==> src/rtl/soc_run_supervisor_pkg.sv <==
// Shared types for the run supervisor: FSM states, run status codes and a
// constant helper used to size the delay counters.
package soc_run_supervisor_pkg;

    localparam int SUP_STATUS_W = 2;

    typedef enum logic [1:0] {
        ST_RESET_HOLD = 2'd0,
        ST_RUN        = 2'd1,
        ST_DRAIN      = 2'd2,
        ST_DONE       = 2'd3
    } sup_state_e;

    typedef enum logic [SUP_STATUS_W-1:0] {
        RUNNING = 2'd0,
        TRAP    = 2'd1,
        TIMEOUT = 2'd2
    } sup_status_e;

    function automatic int sup_max(input int a, input int b);
        return (a > b) ? a : b;
    endfunction

endpackage

==> src/rtl/soc_sup_delay_cnt.sv <==
// Load/count counter with a terminal flag; stops counting once the terminal
// value is reached so the flag stays asserted until the next load or reset.
module soc_sup_delay_cnt #(
    parameter int W = 4
) (
    input  logic         i_clk,
    input  logic         i_rst,
    input  logic         i_load,
    input  logic         i_en,
    input  logic [W-1:0] i_term_val,
    output logic         o_term
);

    logic [W-1:0] cnt_q;
    logic [W-1:0] cnt_d;

    assign o_term = (cnt_q == i_term_val);

    always_comb begin
        cnt_d = cnt_q;
        if (i_load) begin
            cnt_d = '0;
        end else if (i_en && !o_term) begin
            cnt_d = cnt_q + W'(1);
        end else begin
            cnt_d = cnt_q;
        end
    end

    always_ff @(posedge i_clk) begin
        if (i_rst) begin
            cnt_q <= '0;
        end else begin
            cnt_q <= cnt_d;
        end
    end

endmodule

==> src/rtl/soc_run_supervisor.sv <==
// Run supervisor: sequences SoC reset release, watches hart traps, enforces a
// RUN-cycle timeout and reports a verdict after a drain period.
// Optional simulation reporting/termination: SOC_RUN_SUPERVISOR_FINISH_EN.
module soc_run_supervisor
    import soc_run_supervisor_pkg::*;
#(
    parameter int NUM_HARTS      = 1,
    parameter int RESET_CYCLES   = 10,
    parameter int DRAIN_CYCLES   = 10,
    parameter int TIMEOUT_CYCLES = 1_000_000,
    parameter int STOP_ON_ANY    = 1,
    parameter int CYCLE_W        = 32
) (
    input  logic                    i_clk,
    input  logic                    i_rst,
    input  logic [NUM_HARTS-1:0]    i_trap,
    output logic                    o_dut_rst_n,
    output logic                    o_done,
    output logic                    o_pass,
    output logic [SUP_STATUS_W-1:0] o_status,
    output logic [NUM_HARTS-1:0]    o_trap_mask,
    output logic [CYCLE_W-1:0]      o_cycle_count
);

    localparam int CNT_W = $clog2(sup_max(RESET_CYCLES, DRAIN_CYCLES)) + 1;
    localparam logic [CNT_W-1:0]   HOLD_LAST  = CNT_W'(RESET_CYCLES - 1);
    localparam logic [CNT_W-1:0]   DRAIN_LAST = (DRAIN_CYCLES > 0) ? CNT_W'(DRAIN_CYCLES - 1) : '0;
    localparam logic [CYCLE_W-1:0] TO_LAST    = CYCLE_W'(TIMEOUT_CYCLES - 1);

    // Only a hard 1 counts as a trap; X/Z on an unreset hart must not end the run.
    function automatic logic [NUM_HARTS-1:0] known_ones(input logic [NUM_HARTS-1:0] v);
        logic [NUM_HARTS-1:0] r;
        r = '0;
        for (int i = 0; i < NUM_HARTS; i++) begin
            r[i] = (v[i] === 1'b1);
        end
        return r;
    endfunction

    sup_state_e           state_q, state_d;
    sup_status_e          status_q, status_d;
    logic [NUM_HARTS-1:0] mask_q, mask_d;
    logic [CYCLE_W-1:0]   count_q, count_d, count_inc_s;
    logic                 dut_rst_n_q, dut_rst_n_d;
    logic                 done_q, done_d;
    logic                 pass_q, pass_d;
    logic [NUM_HARTS-1:0] trap_s;
    logic                 trap_end_s, timeout_s, hold_term_s, drain_term_s;
    sup_state_e           exit_state_s;

    soc_sup_delay_cnt #(.W(CNT_W)) u_hold_cnt (
        .i_clk      (i_clk),
        .i_rst      (i_rst),
        .i_load     (1'b0),
        .i_en       (state_q == ST_RESET_HOLD),
        .i_term_val (HOLD_LAST),
        .o_term     (hold_term_s)
    );

    soc_sup_delay_cnt #(.W(CNT_W)) u_drain_cnt (
        .i_clk      (i_clk),
        .i_rst      (i_rst),
        .i_load     (state_q == ST_RUN),
        .i_en       (state_q == ST_DRAIN),
        .i_term_val (DRAIN_LAST),
        .o_term     (drain_term_s)
    );

    assign trap_s       = known_ones(i_trap);
    assign trap_end_s   = (STOP_ON_ANY != 0) ? (|trap_s) : (&(mask_q | trap_s));
    assign timeout_s    = (TIMEOUT_CYCLES != 0) && (count_q == TO_LAST);
    assign count_inc_s  = (count_q == {CYCLE_W{1'b1}}) ? count_q : count_q + CYCLE_W'(1);
    assign exit_state_s = (DRAIN_CYCLES == 0) ? ST_DONE : ST_DRAIN;

    // Next-state and next-output logic; a trap beats a timeout in the same cycle.
    always_comb begin
        state_d  = state_q;
        status_d = status_q;
        mask_d   = mask_q;
        count_d  = count_q;
        done_d   = done_q;
        pass_d   = pass_q;
        case (state_q)
            ST_RESET_HOLD: begin
                if (hold_term_s) begin
                    state_d = ST_RUN;
                end else begin
                    state_d = ST_RESET_HOLD;
                end
            end
            ST_RUN: begin
                mask_d = mask_q | trap_s;
                if (trap_end_s) begin
                    status_d = TRAP;
                    count_d  = count_inc_s;
                    state_d  = exit_state_s;
                end else if (timeout_s) begin
                    status_d = TIMEOUT;
                    state_d  = exit_state_s;
                end else begin
                    count_d  = count_inc_s;
                end
            end
            ST_DRAIN: begin
                if (drain_term_s) begin
                    state_d = ST_DONE;
                end else begin
                    state_d = ST_DRAIN;
                end
            end
            ST_DONE: begin
                done_d = 1'b1;
                pass_d = (status_q == TRAP);
            end
            default: begin
                state_d = ST_RESET_HOLD;
            end
        endcase
        dut_rst_n_d = (state_d != ST_RESET_HOLD);
    end

    // State and output registers.
    always_ff @(posedge i_clk) begin
        if (i_rst) begin
            state_q     <= ST_RESET_HOLD;
            status_q    <= RUNNING;
            mask_q      <= '0;
            count_q     <= '0;
            dut_rst_n_q <= 1'b0;
            done_q      <= 1'b0;
            pass_q      <= 1'b0;
        end else begin
            state_q     <= state_d;
            status_q    <= status_d;
            mask_q      <= mask_d;
            count_q     <= count_d;
            dut_rst_n_q <= dut_rst_n_d;
            done_q      <= done_d;
            pass_q      <= pass_d;
        end
    end

    assign o_dut_rst_n   = dut_rst_n_q;
    assign o_done        = done_q;
    assign o_pass        = pass_q;
    assign o_status      = status_q;
    assign o_trap_mask   = mask_q;
    assign o_cycle_count = count_q;

`ifdef SOC_RUN_SUPERVISOR_FINISH_EN
    // Report once, on the first cycle spent in DONE, then end the simulation.
    always_ff @(posedge i_clk) begin
        if (!i_rst && (state_q == ST_DONE) && !done_q) begin
            $display("Run done: status=%0d mask=%h cycles=%0d", status_q, mask_q, count_q);
            if (status_q == TRAP) begin
                $finish;
            end else begin
                $fatal(1, "Run ended without a trap");
            end
        end
    end
`else
    // On-board build: the verdict is reported through the outputs only.
`endif

endmodule

==> config.mk <==
export PLATFORM = sky130hd
export DESIGN_NAME = soc_run_supervisor
export DESIGN_NICKNAME = d
export VERILOG_FILES = /design/src/rtl/soc_run_supervisor_pkg.sv /design/src/rtl/soc_sup_delay_cnt.sv /design/src/rtl/soc_run_supervisor.sv
export SDC_FILE = /design/constraint.sdc
export NUM_CORES = 1
export LEC_CHECK = 0
export CAP_MARGIN = 40
export CORE_MARGIN = 2
export CORE_UTILIZATION = 53
export CTS_CLUSTER_SIZE = 25
export DETAILED_ROUTE_END_ITERATION = 6
export GPL_ROUTABILITY_DRIVEN = 0
export HOLD_SLACK_MARGIN = 0.1
export PLACE_DENSITY = 0.81
export SETUP_SLACK_MARGIN = 0.3
export SYNTH_ARGS = -nofsm -noshare
export SYNTH_HDL_FRONTEND = slang
export SYNTH_SLANG_ARGS = --single-unit
==> constraint.sdc <==
create_clock -name i_clk -period 2.75 [get_ports i_clk]
set_input_delay 0.55 -clock i_clk [delete_from_list [all_inputs] [get_ports i_clk]]
set_output_delay 0.55 -clock i_clk [all_outputs]
set_load 0.02 [all_outputs]
* Yosys cells after proc, flatten, opt, wreduce, memory -nomap -nowiden
Index checks and enable logic that the tools add are counted.
Word-level totals: input port bits 3, register bits 50
Operators by class: multiplexer cells 10, bitwise gates (word level) 1, reductions and logical operators 10, $add $sub $neg 3, eq/ne operators 10
Operators by type and width (number):
- 2-to-1 mux 32 bit | 3
- adder 32 x 1 -> 32 bit (second input constant) | 1
- equality test 32 x 20 -> 1 bit (second input constant) | 1
- equality test 32 bit (second input constant) | 1
- adder 5 x 1 -> 5 bit (second input constant) | 2
- equality test 5 x 4 -> 1 bit (second input constant) | 2
- 2-to-1 mux 2 bit | 4
- one-hot mux 2 bit (3 select lines) | 1
- equality test 2 x 1 -> 1 bit (second input constant) | 2
- equality test 2 bit (second input constant) | 2
- AND reduction 2 bit | 2
- nonzero test 2 bit | 2
- logical AND 1 bit | 2
- logical NOT 1 bit | 2
- logical NOT 2 bit | 1
- 2-to-1 mux 1 bit | 2
- != test 2 bit (second input constant) | 1
- OR reduction 2 bit | 1
- case equality test 1 bit (second input constant) | 1
- OR 1 bit | 1

* Logic depth before layout (Yosys ltp)
word-level depth 5, depth in mapped cells 8, gate-level depth less buffers 7

* Cells and area by module
From an unflattened synthesis, not the netlist that was laid out.
Unflattened totals: cell total of the unflattened synthesis 349, area total of the unflattened synthesis 2921.6 um^2
Modules (own cells, without submodules):
- soc_run_supervisor | cells an instance 247, times used 1, area an instance 2123.3 um^2
- soc_sup_delay_cnt | cells an instance 51, times used 2, area an instance 399.1 um^2

* Worst setup path after synthesis
Ideal clock, no wire load.
path type register to register, start reg count_q[0], in the netlist o_cycle_count[0], end reg count_q[1], in the netlist o_cycle_count[1], slack 0.490 ns, path buffers 2, data arrival time 2.190 ns, required time 2.680 ns, library setup time 0.070 ns, cell stages (with the launch flop) 9, clock period less this slack 2.260 ns, cell sequence dfxtp_1 ha_1 and3_1 nand3_1 o41ai_1 clkbuf_1 buf_2 o21ai_0 a21oi_1
Between the ends: word-level cells in the longest chain between the ends 4, elaborated cells between the ends (all ways) 8, classes of those cells add/sub: 1; eq/ne: 3; mux: 3; reduce/logical: 1
Ends and longest elaborated chain:
- from (decl) | RTL line soc_run_supervisor.sv:43 | logic [CYCLE_W-1:0] count_q, count_d, count_inc_s;
- from (signal assigned) | RTL line soc_run_supervisor.sv:136 | count_q <= count_d;
- adder 32 x 1 -> 32 bit / equality test 32 bit (equally long branches) | RTL line soc_run_supervisor.sv:72 | assign count_inc_s = (count_q == {CYCLE_W{1'b1}}) ? count_q : count_q + CYCLE_W'(1);
- 2-to-1 mux 32 bit | RTL line soc_run_supervisor.sv:72
- 2-to-1 mux 32 bit | RTL line soc_run_supervisor.sv:97 | end else if (timeout_s) begin
- 2-to-1 mux 32 bit | RTL line soc_run_supervisor.sv:93 | if (trap_end_s) begin
Several ways; a longest one is shown, not always the timed one. The select of a mux whose other input is x is not followed. A chain may end at the register's enable or synchronous reset.

* Worst setup path after layout
start reg count_q[9], in the netlist o_cycle_count[9], end reg count_q[21], in the netlist o_cycle_count[21]
The elaborated chain is that of the path after synthesis.

==> results.md <==
* Run status: finished clean
* Overall global routing resource usage at 22.5%
* Layout Nets at 349
* Clock tree from TritonCTS: built
* Synthesized Nets at 312
* Max capacitance violation total at 0
* Detailed Route Iter0 Violations at 204
* Clock buffer count from CTS at 5
* Least-Margin Pin Slew at 0.607 ns
* Overall die area at 5340 um^2
* Number of global-route vias before repair at 2054
* Clock period minus worst slack at 2.24 ns
* Cell type group with the largest total delay on the critical path: simple AND/OR/NAND/NOR gates
* Cell-by-cell listing of the critical path: nand4_2 -> or3_1 -> or2_1 -> or4_1 -> a21oi_1
* Num Clock Sinks at 50
* Post-CTS Hold Buffers at 0
* Standby leakage power at 0.966 nW
* Maximum number of pins on one net before global-route repair at 51
* Final setup fails at 0
* Share of synthesized flip-flops with an asynchronous set or reset at 0%
* Period utilization at 81.6%
* Number of enable-type register cells in the synthesized netlist at 0
* DRT antenna net count at 0
* Setup repair after global routing missed its margin: no
* Die height at 73.1 um
* Yosys warnings at 0
* Buffer type at the clock tree root: sky130_fd_sc_hd__clkbuf_8
* Mapped cell area at 2530 um^2
* Share of the core filled with cells in the final layout at 66.5%
* Area growth syn-to-layout at 22.6%
* Count of state elements after synthesis at 50
* Commonest register cell after synthesis: sky130_fd_sc_hd__dfxtp_1
* Setup Buffers After CTS at 0
* Fin Clk Skew at 0.0124 ns
* Instance count of the mapped netlist at 304
* Worst Setup Start Kind: flip-flop
* Number of diodes added for antenna fixing at 0
* First-pass GRT wire length at 9520 um
* Fraction of final layout cells sized beyond drive strength 1 at 7.60%
* Slowest cell on the critical path: sky130_fd_sc_hd__or3_1
* DRT Pass-1 Iters at 4
* Critical path data arrival time at 2.49 ns
* Average detailed-routed wire length per instance at 14.7 um
* Vias after detailed routing at 2384
* Required arrival time at the worst endpoint at 2.99 ns
* Total Neg Setup Slack at 0 ns
* Final wirelength at 5830 um
* Hold violation total from the final report at 0
* Post-CTS resize count at 0
* Count of standard-cell rows at 25
* Register clock-pin slew on the reported worst setup and hold paths at 0.10 ns
* Port Buf Inserts at 40
* Fmax achieved at 446 MHz
* CTS Buffer Depth at 2
* Congestion Overflow GR at 0
* Via-to-Cell Ratio at 6.02
* Highest fanout seen on the critical path at 8
* Drc violations at 0
* Remaining max-slew budget at the tightest pin at 59.5%
* Pins Over Slew Limit at 0
* Dpl hpwl at 4010 um
* Syn Area/Cell at 8.31 um^2
* Post-synth cell types at 47
* Clock network latency to the later pin of the worst-skew pair at 0.31 ns
* Initial standard-cell utilization of the core at 54.2%
* Critical path endpoint category: flip-flop
* Core Box Area at 4660 um^2
* Delay of the slowest cell on the worst path at 0.53 ns
* Portion of the post-synthesis area used by sequential elements at 39.6%
* Critical path buffer and inverter count at 0
* Initial antenna violation count at 0
* Chip Width at 73.1 um
* # IOs at 41
* Power per Cell Area at 385 nW/um^2
* Worst min path class: flip-flop to flip-flop
* H-Tree Depth at 2
* Type of the worst setup path: flip-flop to flip-flop
* Largest voltage drop on the vdd net at 0.235 mV
synth_stat cells (2+ instances only):
cell type / n / share of area (%)
sky130_fd_sc_hd__nand4b_1: 3 / 1.0
sky130_fd_sc_hd__mux2_2: 4 / 1.8
sky130_fd_sc_hd__nor2_1: 30 / 4.5
sky130_fd_sc_hd__dfxtp_1: 50 / 40
sky130_fd_sc_hd__xnor2_1: 3 / 1.0
sky130_fd_sc_hd__nand2b_1: 2 / 0.49
sky130_fd_sc_hd__a211oi_1: 2 / 0.59
sky130_fd_sc_hd__nor4_1: 6 / 1.5
sky130_fd_sc_hd__and3_1: 3 / 0.74
sky130_fd_sc_hd__nor3_1: 3 / 0.59
sky130_fd_sc_hd__or3_1: 10 / 2.5
sky130_fd_sc_hd__nor2b_1: 3 / 0.74
sky130_fd_sc_hd__or4_1: 14 / 4.2
sky130_fd_sc_hd__inv_1: 8 / 1.2
sky130_fd_sc_hd__xor2_1: 9 / 3.1
sky130_fd_sc_hd__o31ai_1: 17 / 5.0
sky130_fd_sc_hd__and2_1: 5 / 1.2
sky130_fd_sc_hd__nor4b_1: 2 / 0.69
sky130_fd_sc_hd__clkbuf_1: 11 / 1.6
sky130_fd_sc_hd__nand3_1: 15 / 3.0
sky130_fd_sc_hd__a21oi_1: 30 / 5.9
sky130_fd_sc_hd__o21ai_0: 11 / 2.2
sky130_fd_sc_hd__ha_1: 5 / 2.5
sky130_fd_sc_hd__buf_2: 4 / 0.79
sky130_fd_sc_hd__and4_1: 3 / 1.0
sky130_fd_sc_hd__nand2_1: 20 / 3.0
sky130_fd_sc_hd__nand4_1: 11 / 2.7
metrics by stage:
stage / hold slack [ns] / cell area [um^2] / instances / total power [mW] / setup slack, ns
3_3_place_gp: 0.440 / 3010 / 388 / 0.784 / 0.448
5_1_grt: 0.493 / 3100 / 396 / 1.24 / 0.353
4_1_cts: 0.472 / 3100 / 396 / 1.20 / 0.424
2_1_floorplan: 0.480 / 2530 / 304 / 0.772 / 0.490
6_report: 0.467 / 3100 / 396 / 1.19 / 0.505
3_5_place_dp: 0.452 / 3010 / 388 / 0.785 / 0.392
state kept, by name, indices dropped and copies added (netlist names):
signal,count
o_cycle_count,32
o_done,1
o_dut_rst_n,1
o_pass,1
o_status,2
o_trap_mask,1
state_q,2
u_drain_cnt.cnt_q,5
u_hold_cnt.cnt_q,5
routing by layer:
layer / global-route usage [%] / routed length (um) / vias to the layer above
li1: - / - / 1193
met1: 31.4 / 2710 / 1123
met2: 34.7 / 2750 / 61
met3: 4.28 / 293 / 7
met4: 7.61 / 75 / 0
met5: 0 / 0 / -
final cells by class:
type | count | area (um^2)
clock buffer | 6 | 72.6
tap | 54 | 67.6
timing repair buffer | 47 | 478
inverter | 8 | 30.0
sequential | 50 | 1000
fill | 402 | 1560
multi-input combinational | 229 | 1430
clock inverter | 2 | 13.8
logic make-up (layout without fill, tap and decap cells):
logic type	count (synthesis)	in the layout	synth area share, %
compound gates	69	69	16.8
flops	50	50	39.6
fa+ha+maj	5	5	2.48
buf+inv	25	63	3.96
xor+xnor	12	12	4.16
simple gates	139	139	31.2
mux	4	4	1.78
power breakdown:
group	internal (mW)	switching, mW	total [mW]
clock	0.180	0.244	0.424
combinational	0.0137	0.0208	0.0344
sequential	0.728	0.00489	0.733
final timing paths:
| path | start | to | depth (start not counted) | slack [ns] |
|---|---|---|---|---|
| worst max-delay path | o_cycle_count[9] | o_cycle_count[21] | 5 | 0.51 |
| worst min-delay path | o_pass | o_pass | 2 | 0.47 |
| worst max register to register | o_cycle_count[9] | o_cycle_count[21] | 5 | 0.51 |
| worst min register to register | o_pass | o_pass | 2 | 0.47 |
worst min-delay path: cells and delay by family (launching register included):
family             cells  cell delay [ns]
AOI/OAI and AO/OA      1             0.05
DFF                    1             0.33
and+or+nand+nor        1             0.05
cells in the final DEF, fill, tap and decap left out, drive strengths merged, types with 2 or more instances in the layout:
| cell type | n |
|---|---|
| or4 | 14 |
| xnor2 | 3 |
| and3 | 3 |
| clkinv | 2 |
| buf | 7 |
| and4 | 3 |
| nand4b | 3 |
| nor4 | 7 |
| inv | 8 |
| o21ai | 12 |
| or3 | 10 |
| nor2b | 3 |
| nand4 | 12 |
| ha | 5 |
| and2 | 5 |
| o31ai | 18 |
| xor2 | 9 |
| a211oi | 2 |
| dfxtp | 50 |
| nand2b | 2 |
| nor2 | 30 |
| mux2 | 4 |
| a21oi | 30 |
| clkbuf | 6 |
| nor3 | 4 |
| clkdlybuf4s50 | 40 |
| nand2 | 20 |
| nand3 | 15 |
| nor4b | 2 |
Note: power is estimated with default switching activity, not from simulation.
